File: src/rtl/pll_phase_pkg.sv
// Shared definitions for the EG_PHY_PLL dynamic phase-shift controller:
// sequencer state encoding, default timing constants and the timer width helper.
package pll_phase_pkg;

    // Sequencer states for one phase-move command
    typedef enum logic [2:0] {
        IDLE,
        SETUP,
        STEP,
        SETTLE,
        FIN,
        ERR
    } state_t;

    // Number of output channels on the EG PLL (psclksel 0..4)
    localparam int EG_PLL_NUM_CH = 5;

    // Default psstep high time and post-step settle time, in clk cycles
    localparam int DEF_STEP_HIGH     = 2;
    localparam int DEF_SETTLE_CYCLES = 16;

    // Width needed to hold the larger of the two phase durations
    function automatic int cnt_width(input int step_high, input int settle_cycles);
        int m;
        m = (step_high > settle_cycles) ? step_high : settle_cycles;
        return $clog2(m + 1);
    endfunction

    localparam int CNT_W = cnt_width(DEF_STEP_HIGH, DEF_SETTLE_CYCLES);

endpackage

File: src/rtl/pll_phase_timer.sv
// Loadable down-counter with a zero flag. The controller loads it with
// (duration - 1) on entry to a timed phase and leaves the phase once zero is seen.
import pll_phase_pkg::*;

module pll_phase_timer #(
    parameter int W = CNT_W
) (
    input  logic         clk,
    input  logic         rst,
    input  logic         load,
    input  logic [W-1:0] load_val,
    output logic         zero
);

    logic [W-1:0] cnt_q;
    logic [W-1:0] cnt_d;

    // Next count: load wins, otherwise count down and stop at zero
    always_comb begin
        cnt_d = cnt_q;
        if (load) begin
            cnt_d = load_val;
        end else if (cnt_q != '0) begin
            cnt_d = cnt_q - 1'b1;
        end
    end

    // Count register
    always_ff @(posedge clk or posedge rst) begin
        if (rst) begin
            cnt_q <= '0;
        end else begin
            cnt_q <= cnt_d;
        end
    end

    assign zero = (cnt_q == '0);

endmodule

File: src/rtl/pll_phase_ctrl.sv
// Phase-shift initiator for the EG_PHY_PLL psclksel/psdown/psstep port.
// Runs "channel, direction, N steps" commands with setup and settle timing,
// and optionally tracks the signed phase position of each channel.
// Optional feature macro: PLL_PHASE_POS_TRACK_EN (per-channel position counters;
// when undefined phase_pos is tied to zero and sequencing is unchanged).
import pll_phase_pkg::*;

module pll_phase_ctrl #(
    parameter int NUM_CH        = EG_PLL_NUM_CH,
    parameter int STEP_W        = 8,
    parameter int STEP_HIGH     = DEF_STEP_HIGH,
    parameter int SETTLE_CYCLES = DEF_SETTLE_CYCLES,
    parameter int POS_W         = 10
) (
    input  logic                    clk,
    input  logic                    rst,
    input  logic                    cmd_valid,
    output logic                    cmd_ready,
    input  logic [2:0]              cmd_sel,
    input  logic                    cmd_down,
    input  logic [STEP_W-1:0]       cmd_steps,
    output logic                    busy,
    output logic                    done,
    output logic                    err,
    output logic [2:0]              ps_sel,
    output logic                    ps_down,
    output logic                    ps_step,
    output logic [NUM_CH*POS_W-1:0] phase_pos
);

    localparam int TMR_W = cnt_width(STEP_HIGH, SETTLE_CYCLES);
    localparam logic [TMR_W-1:0] STEP_LOAD   = TMR_W'(STEP_HIGH - 1);
    localparam logic [TMR_W-1:0] SETTLE_LOAD = TMR_W'(SETTLE_CYCLES - 1);

    state_t              state_q, state_d;
    logic [STEP_W-1:0]   remaining_q, remaining_d;
    logic [2:0]          ps_sel_q, ps_sel_d;
    logic                ps_down_q, ps_down_d;
    logic                ps_step_q, ps_step_d;
    logic                cmd_ready_q, cmd_ready_d;
    logic                busy_q, busy_d;
    logic                done_q, done_d;
    logic                err_q, err_d;

    logic                tmr_load;
    logic [TMR_W-1:0]    tmr_val;
    logic                tmr_zero;
    logic                pos_step;

    pll_phase_timer #(
        .W (TMR_W)
    ) u_timer (
        .clk      (clk),
        .rst      (rst),
        .load     (tmr_load),
        .load_val (tmr_val),
        .zero     (tmr_zero)
    );

    // Next-state logic; every output is derived from the next state so it is registered
    always_comb begin
        state_d     = state_q;
        remaining_d = remaining_q;
        ps_sel_d    = ps_sel_q;
        ps_down_d   = ps_down_q;
        tmr_load    = 1'b0;
        tmr_val     = STEP_LOAD;
        pos_step    = 1'b0;

        case (state_q)
            IDLE: begin
                if (cmd_valid && cmd_ready_q) begin
                    if (int'(cmd_sel) >= NUM_CH) begin
                        state_d = ERR;
                    end else if (cmd_steps == '0) begin
                        state_d = FIN;
                    end else begin
                        // Channel and direction are set up once and held for the whole command
                        state_d     = SETUP;
                        ps_sel_d    = cmd_sel;
                        ps_down_d   = cmd_down;
                        remaining_d = cmd_steps;
                    end
                end
            end
            SETUP: begin
                state_d  = STEP;
                tmr_load = 1'b1;
                tmr_val  = STEP_LOAD;
            end
            STEP: begin
                if (tmr_zero) begin
                    // Step is only counted once psstep has been held for its full width
                    state_d     = SETTLE;
                    remaining_d = remaining_q - 1'b1;
                    pos_step    = 1'b1;
                    tmr_load    = 1'b1;
                    tmr_val     = SETTLE_LOAD;
                end
            end
            SETTLE: begin
                if (tmr_zero) begin
                    if (remaining_q != '0) begin
                        state_d  = STEP;
                        tmr_load = 1'b1;
                        tmr_val  = STEP_LOAD;
                    end else begin
                        state_d = FIN;
                    end
                end
            end
            FIN:     state_d = IDLE;
            ERR:     state_d = IDLE;
            default: state_d = IDLE;
        endcase

        cmd_ready_d = (state_d == IDLE);
        busy_d      = (state_d != IDLE);
        done_d      = (state_d == FIN);
        err_d       = (state_d == ERR);
        ps_step_d   = (state_d == STEP);
    end

    // FSM state and registered outputs; reset clears psstep immediately
    always_ff @(posedge clk or posedge rst) begin
        if (rst) begin
            state_q     <= IDLE;
            remaining_q <= '0;
            ps_sel_q    <= '0;
            ps_down_q   <= 1'b0;
            ps_step_q   <= 1'b0;
            cmd_ready_q <= 1'b1;
            busy_q      <= 1'b0;
            done_q      <= 1'b0;
            err_q       <= 1'b0;
        end else begin
            state_q     <= state_d;
            remaining_q <= remaining_d;
            ps_sel_q    <= ps_sel_d;
            ps_down_q   <= ps_down_d;
            ps_step_q   <= ps_step_d;
            cmd_ready_q <= cmd_ready_d;
            busy_q      <= busy_d;
            done_q      <= done_d;
            err_q       <= err_d;
        end
    end

    assign cmd_ready = cmd_ready_q;
    assign busy      = busy_q;
    assign done      = done_q;
    assign err       = err_q;
    assign ps_sel    = ps_sel_q;
    assign ps_down   = ps_down_q;
    assign ps_step   = ps_step_q;

`ifdef PLL_PHASE_POS_TRACK_EN
    logic [POS_W-1:0] pos_q [NUM_CH];
    logic [POS_W-1:0] pos_d [NUM_CH];

    generate
        for (genvar gi = 0; gi < NUM_CH; gi++) begin : g_pos
            // Per-channel position: +1 per advance step, -1 per retard step, wrapping
            always_comb begin
                pos_d[gi] = pos_q[gi];
                if (pos_step && (int'(ps_sel_q) == gi)) begin
                    pos_d[gi] = ps_down_q ? (pos_q[gi] - 1'b1) : (pos_q[gi] + 1'b1);
                end
            end

            // Position register
            always_ff @(posedge clk or posedge rst) begin
                if (rst) begin
                    pos_q[gi] <= '0;
                end else begin
                    pos_q[gi] <= pos_d[gi];
                end
            end

            assign phase_pos[gi*POS_W +: POS_W] = pos_q[gi];
        end
    endgenerate
`else
    logic unused_pos_step;
    assign unused_pos_step = pos_step;
    assign phase_pos       = '0;
`endif

endmodule

File: config.mk
export PLATFORM = sky130hd
export DESIGN_NAME = pll_phase_ctrl
export DESIGN_NICKNAME = d
export VERILOG_FILES = /design/src/rtl/pll_phase_pkg.sv /design/src/rtl/pll_phase_timer.sv /design/src/rtl/pll_phase_ctrl.sv
export SDC_FILE = /design/constraint.sdc
export NUM_CORES = 1
export LEC_CHECK = 0
export ABC_AREA = 1
export CAP_MARGIN = 20
export CORE_MARGIN = 5
export CORE_UTILIZATION = 40
export DETAILED_ROUTE_END_ITERATION = 8
export GPL_TIMING_DRIVEN = 0
export PLACE_DENSITY = 0.84
export REMOVE_ABC_BUFFERS = 1
export SYNTH_ARGS = -nofsm -noshare
export SYNTH_HDL_FRONTEND = slang
export SYNTH_SLANG_ARGS = --single-unit
File: constraint.sdc
create_clock -name clk -period 1.3 [get_ports clk]
set_input_delay 0.26 -clock clk [delete_from_list [all_inputs] [get_ports clk]]
set_output_delay 0.26 -clock clk [all_outputs]
set_load 0.005 [all_outputs]
==> results of run 1 <==
## layer usage
layer  vias to the layer above  GRT usage, %
li1                        781             -
met1                       713         13.39
met2                        73         20.71
met3                        11         2.523
met4                         0         5.944
met5                         -             0
## state kept, by name, summed over array words and instances (netlist names)
register,cells
cmd_ready,1
ps_step,1
remaining_q,8
state_q,3
ps_down,1
busy,1
u_timer.cnt_q,5
done,1
ps_sel,3
err,1
## worst paths after layout
check / from / end / slack (ns)
min in group clk: ps_sel[0] / ps_sel[0] / 0.48
setup / recovery: u_timer.cnt_q[1] / remaining_q[1] / -0.20
hold / removal: rst / remaining_q[2] / 0.39
max in group asynchronous: rst / cmd_ready / 0.56
setup reg to reg: u_timer.cnt_q[1] / remaining_q[1] / -0.20
hold reg to reg: ps_sel[0] / ps_sel[0] / 0.48
## layout make-up
class	count	area [um^2]	share of cell area, %
Clock buffer	4	45.04	2.030
Inverter	29	115.1	5.189
Multi-Input combinational cell	206	1042	46.98
Sequential cell	25	626.9	28.26
Tap cell	54	67.56	3.046
Timing Repair Buffer	36	321.6	14.50
## power by group
part	total (mW)	switching (mW)	internal, mW
sequential	1.35	0.255	1.09
combinational	2.40	1.36	1.04
clock	0.449	0.230	0.219
## through the flow
| step | utilization [%] | setup WS [ns] | hold slack, ns |
|---|---|---|---|
| after floorplan | - | -0.1092 | 0.2866 |
| after global placement | 42.73 | -0.3671 | 0.4662 |
| after detailed placement | 42.73 | -0.3980 | 0.4619 |
| after CTS | 46.03 | -0.2097 | 0.4823 |
| after global routing | 47.92 | -0.2810 | 0.4429 |
| final | 47.92 | -0.1954 | 0.3930 |
## cell families after synthesis
group,Yosys count,share of synthesized area [%]
AND/OR/NAND/NOR,134,30.53
AO/OA/AOI/OAI,14,5.467
other,1,0.1998
flip-flops,25,33.40
adder cells (fa/ha/maj),3,2.000
XOR/XNOR,5,2.333
buffers and inverters,80,26.07
## synth_stat cells, types with 3 or more instances
cell / instances
nand2_1: 76
buf_4: 50
nor2_1: 26
inv_1: 25
dfrtp_1: 24
nand3_1: 18
o21ai_0: 8
xor2_1: 4
ha_1: 3
inv_2: 3
nand2_2: 3
nor2_2: 3
## repair_timing
item,4_1_cts,5_1_grt
pin swaps,10,17
setup buffers,9,4
endpoints found under the setup margin,34,50
resized for setup,30,18
endpoints found under the hold margin,0,0
==> impl_results.md, run 1 <==
* Final instance area at 0.002218 mm^2
* DR vias/cell at between 4 and 5
* Worst vdd ir at 943.4 uV
* Detailed-route via count at 1578
* Total power at 4.193 mW
* Post-route minimum period at 1.495 ns
* CTS max path bufs at 2
* Area growth, synth to finish at 18.20%
* Fin Setup TNS at -2.068 ns
* Non-Filler Instances at 354
* Largest net degree at the start of global routing at 26
* CTS clock-pin slew for the worst setup and hold paths at 0.08 ns
* Std cell rows at 25
* CTS HTree Levels at 1
* Layout Skew at 0.001228 ns
* Clock buffer count from CTS at 3
* Slew Limit Fails at 0
* I/O pin total at 74
* Synth top area cells: dfrtp_1, buf_4, nand2_1
* DRC viols at 0
* Main synth FF type: dfrtp_1
* Placed insts at 337
* CTS tree: done
* Reg2reg path depth at 10
* First-pass GRT wire length at ~6000 um
* Met2 WL at 1834 um
* Die area at 0.006162 mm^2
* Die Height at roughly 79 um
* Post-synth ARST share at 100.0%
* CP startpoint kind: register
* 1st-pass router iterations at 4
* Later-pin clock latency in the skew report at about 0.26 ns
* WP data required at 1.50 ns
* Placed standard-cell area at just under 0.002 mm^2
* Clock Sinks at 25
* CP endpoint kind: register
* DR top layer: met4
* Layout cells sized above 1 at 19.33%
* Crit path depth at 10
* GRT overflow at 0
* Slew headroom at a little over three fifths
* Initial antenna violation count at 0
* Peak Freq at 0.6687 GHz
* RSZ-0062 raised after global routing: true
* Register area share after synthesis at 33.40%
* Post-synth top area cell: dfrtp_1
* Gpl congestion at 0.8371
* Top cell type's share of synthesized area at 32.00%
* CP Max Fanout at 8
* PortBufs at 23
* Fin. Hold Viols at 0
* Core Box Area at between 0.004 and 0.005 mm^2
* Max Cap Violations at 0
* Most common cell after layout, fill and taps aside: nand2_1
* Mapped Avg Cell Area at 7.163 um^2
* Cell Pwr Density at 1890 mW/mm^2
* Fill count at 436
* Root Driver: clkbuf_8
* CP top delay family: simple AND/OR/NAND/NOR gates
* Post-synth EDFFs at 0
* DR iter-0 viols at 58
* WP data arrival at 1.70 ns
* Count of different cell masters after synthesis at 27
* Kind of critical path: register to register
* Buf+Inv Stages, Crit Path at 3
* CP Cell Sequence: inv_2 -> ha_4 -> inv_2 -> nor2_4 -> nand2_4 -> nor2_4 -> inv_4 -> a21oi_4 -> nand2_1 -> nand2_1
* Post-DP HPWL at 2760 um
* Seq cells post-synth at 25
* Hold Path Class: primary input to asynchronous set/reset pin
* P_leak at 1.181 nW
* Met1 WL at 1457 um
* Starting density of the core at 40.54%
* Final wirelength at 3651 um
* CP peak stage delay at around 0.40 ns
* Diodes inserted at 0
* Final nets at 319
* Yosys warns at 0
* Failing checks: negative setup slack
* Final Worst Setup Slack at -0.1954 ns
* Detail Route Antenna Nets at 0
* WL/cell at 10.31 um
* Vias in the first global route at 1461
* Critical path's slowest cell: dfrtp_1
* Synth Cell Area at 0.001877 mm^2
* Status: finished, violations left
* # setup viols final at 17
* Gate Count Post-Synth at 262
* Met3 wire len at 270 um
* Worst Tran Pin Value at between 0.5 and 0.6 ns
* Gr usage total at 11.80%
* Commonest non-fill, non-tap cells in the layout: nand2_1, conb_1, dfrtp_1, nor2_1, nand3_1
* Die Wd at 78.50 um
* Hold_buf cts at 0
* Period utilisation layout at 115.0%
No activity file was read; power rests on OpenSTA's default activity.
==> inputs of run 2 (changes only) <==
--- a/config.mk
+++ b/config.mk
@@ -7,7 +7,6 @@
 export LEC_CHECK = 0
 export ABC_AREA = 1
 export CAP_MARGIN = 20
-export CORE_MARGIN = 5
 export CORE_UTILIZATION = 40
 export DETAILED_ROUTE_END_ITERATION = 8
 export GPL_TIMING_DRIVEN = 0
==> run 2 against run 1 <==
Against the previous run: the run ends with design-rule violations, negative setup slack left; power up 5.4%; clock skew is 0.0013 ns higher; clock-buffer cell count decreased by 1; via count up 4.9%; largest power group unchanged; sequential power about the same; core utilization grew 4.2 points; cell area rose by 4.5%; critical path type unchanged; die area decreased by 19%.
==> impl_results.md, run 2 (same netlist as run 1, synthesis figures left out) <==
* Gpl congestion at 0.8042
* Most flop-heavy register: remaining_q
* Reg2reg end: remaining_q[4]
* WL/cell at roughly 11 um
* Worst Tran Pin Value at 0.6370 ns
* Post-DP HPWL at around 2500 um
* Clock buffer count from CTS at 3
* Fin Setup TNS at -2.548 ns
* 1st-pass router iterations at 6
* Reg2reg path depth at 10
* CP Max Fanout at 8
* Commonest non-fill, non-tap cells in the layout: nand2_1, conb_1, dfrtp_1, buf_4, nor2_1
* Worst vdd ir at approximately 940 uV
* Most common cell after layout, fill and taps aside: nand2_1
* Final nets at 330
* Hold_buf cts at 0
* CP startpoint kind: register
* Failing checks: design-rule violations, negative setup slack
* PortBufs at 23
* Slew Limit Fails at 0
* FF-to-FF Start: u_timer.cnt_q[1]
* Detailed-route via count at 1655
* WP data required at 1.51 ns
* Slew headroom at 57.21%
* Clock Sinks at 25
* DR vias/cell at 4.559
* Core Box Area at 0.004444 mm^2
* WP data arrival at ~1.7 ns
* GRT overflow at 0
* Period utilisation layout at 114.5%
* Diodes inserted at 0
* Max Cap Violations at 0
* DR iter-0 viols at between 60 and 70
* Gr usage total at 16.00%
* Final Worst Setup Slack at -0.1890 ns
* Hold Path Class: primary input to asynchronous set/reset pin
* Cell Pwr Density at between 1500 and 2000 mW/mm^2
* Initial antenna violation count at 0
* Final wirelength at 3968 um
* Total power at 4.419 mW
* Std cell rows at 24
* CTS HTree Levels at 1
* # setup viols final at 20
* Setup slack at placement at -0.4324 ns
* Layout Skew at 0.002522 ns
* Starting density of the core at a little over two fifths
* CTS clock-pin slew for the worst setup and hold paths at 0.09 ns
* Root Driver: clkbuf_8
* Layout cells sized above 1 at 23.15%
* CTS tree: done
* Status: finished, violations left
* R2R Setup Slk at -0.19 ns
* First-pass GRT wire length at between 6000 and 7000 um
* Largest regs: remaining_q x8, u_timer.cnt_q x5
* Die area at approximately 0.0050 mm^2
* Fill count at 402
* Detail Route Antenna Nets at 0
* Later-pin clock latency in the skew report at 0.27 ns
* P_leak at 1.238 nW
* Area growth, synth to finish at 23.47%
* Die Height at 70.50 um
* Kind of critical path: register to register
* Vias in the first global route at 1532
* Fin. Hold Viols at 0
* I/O pin total at 74
* Largest register FFs at 8
* Largest net degree at the start of global routing at 26
* CP endpoint kind: register
* Post-route minimum period at 1.489 ns
* Die Wd at 70.50 um
* RSZ-0062 raised after global routing: true
* DRC viols at 16
* Peak Freq at between 0.6 and 0.7 GHz
* CTS max path bufs at 2
==> run 2: cell types whose count changed in the layout (fill, tap and decap cells not counted), moves of 2 or more <==
cell,change
dfrtp_1,-2
buf_4,+10
inv_1,+2
nor2_4,+2
dfrtp_2,+2
inv_2,-2
==> run 2: timing repair <==
item | in CTS | in global routing
gates resized for setup | 37 | 16
hold endpoints to repair | 0 | 0
setup buffers | 11 | 13
pin swaps | 12 | 17
endpoints found under the setup margin | 34 | 50
==> run 2: per-layer routing <==
layer	global-route usage, %	vias up	share of wire, %
met3	1.732	6	4.9
met5	0	-	0
met4	5.896	0	1.3
li1	-	802	-
met2	30.96	69	54
met1	17.88	778	40
==> run 2: layout make-up <==
type                    count  area, um^2  share of cell area, %
multi-input cells         206        1059                  45.68
flip-flops and latches     25       629.4                  27.16
repair buffers             47       402.9                  17.39
inverters                  29       115.1                  4.968
well taps                  52       65.06                  2.808
clock buffers               3       41.29                  1.782
clock inverters             1       5.005                 0.2160
==> run 2: through the flow <==
stage	util [%]	instance area (um^2)	std cells	hold slack (ns)
3_3_place_gp	44.45	1976	335	0.4639
3_5_place_dp	44.45	1976	335	0.4622
2_1_floorplan	-	1680	260	0.2866
6_report	52.14	2317	363	0.4032
4_1_cts	48.99	2177	350	0.4835
5_1_grt	52.14	2317	363	0.4546
==> run 2: worst max path at each step <==
| stage | from | to |
|---|---|---|
| floorplan | u_timer.cnt_q[0] | remaining_q[7] |
| global placement | cmd_steps[4] | busy |
| detailed placement | cmd_steps[4] | busy |
| CTS | u_timer.cnt_q[1] | remaining_q[6] |
| global route | u_timer.cnt_q[1] | remaining_q[4] |
| finish | u_timer.cnt_q[1] | remaining_q[4] |
==> run 2: where the power goes <==
group          total [mW]  switching [mW]  internal (mW)
Clock               0.468           0.254          0.215
Sequential           1.37           0.271           1.10
Combinational        2.58            1.43           1.15
==> run 2: worst max-delay path: stages, from the launching register on <==
cell     delay [ns]
dfrtp_1        0.39
inv_2          0.08
ha_4           0.12
inv_2          0.04
nor2_4         0.08
nand2_4        0.09
nor2_4         0.14
inv_4          0.06
a21oi_4        0.25
nand2_1        0.10
nand2_1        0.08
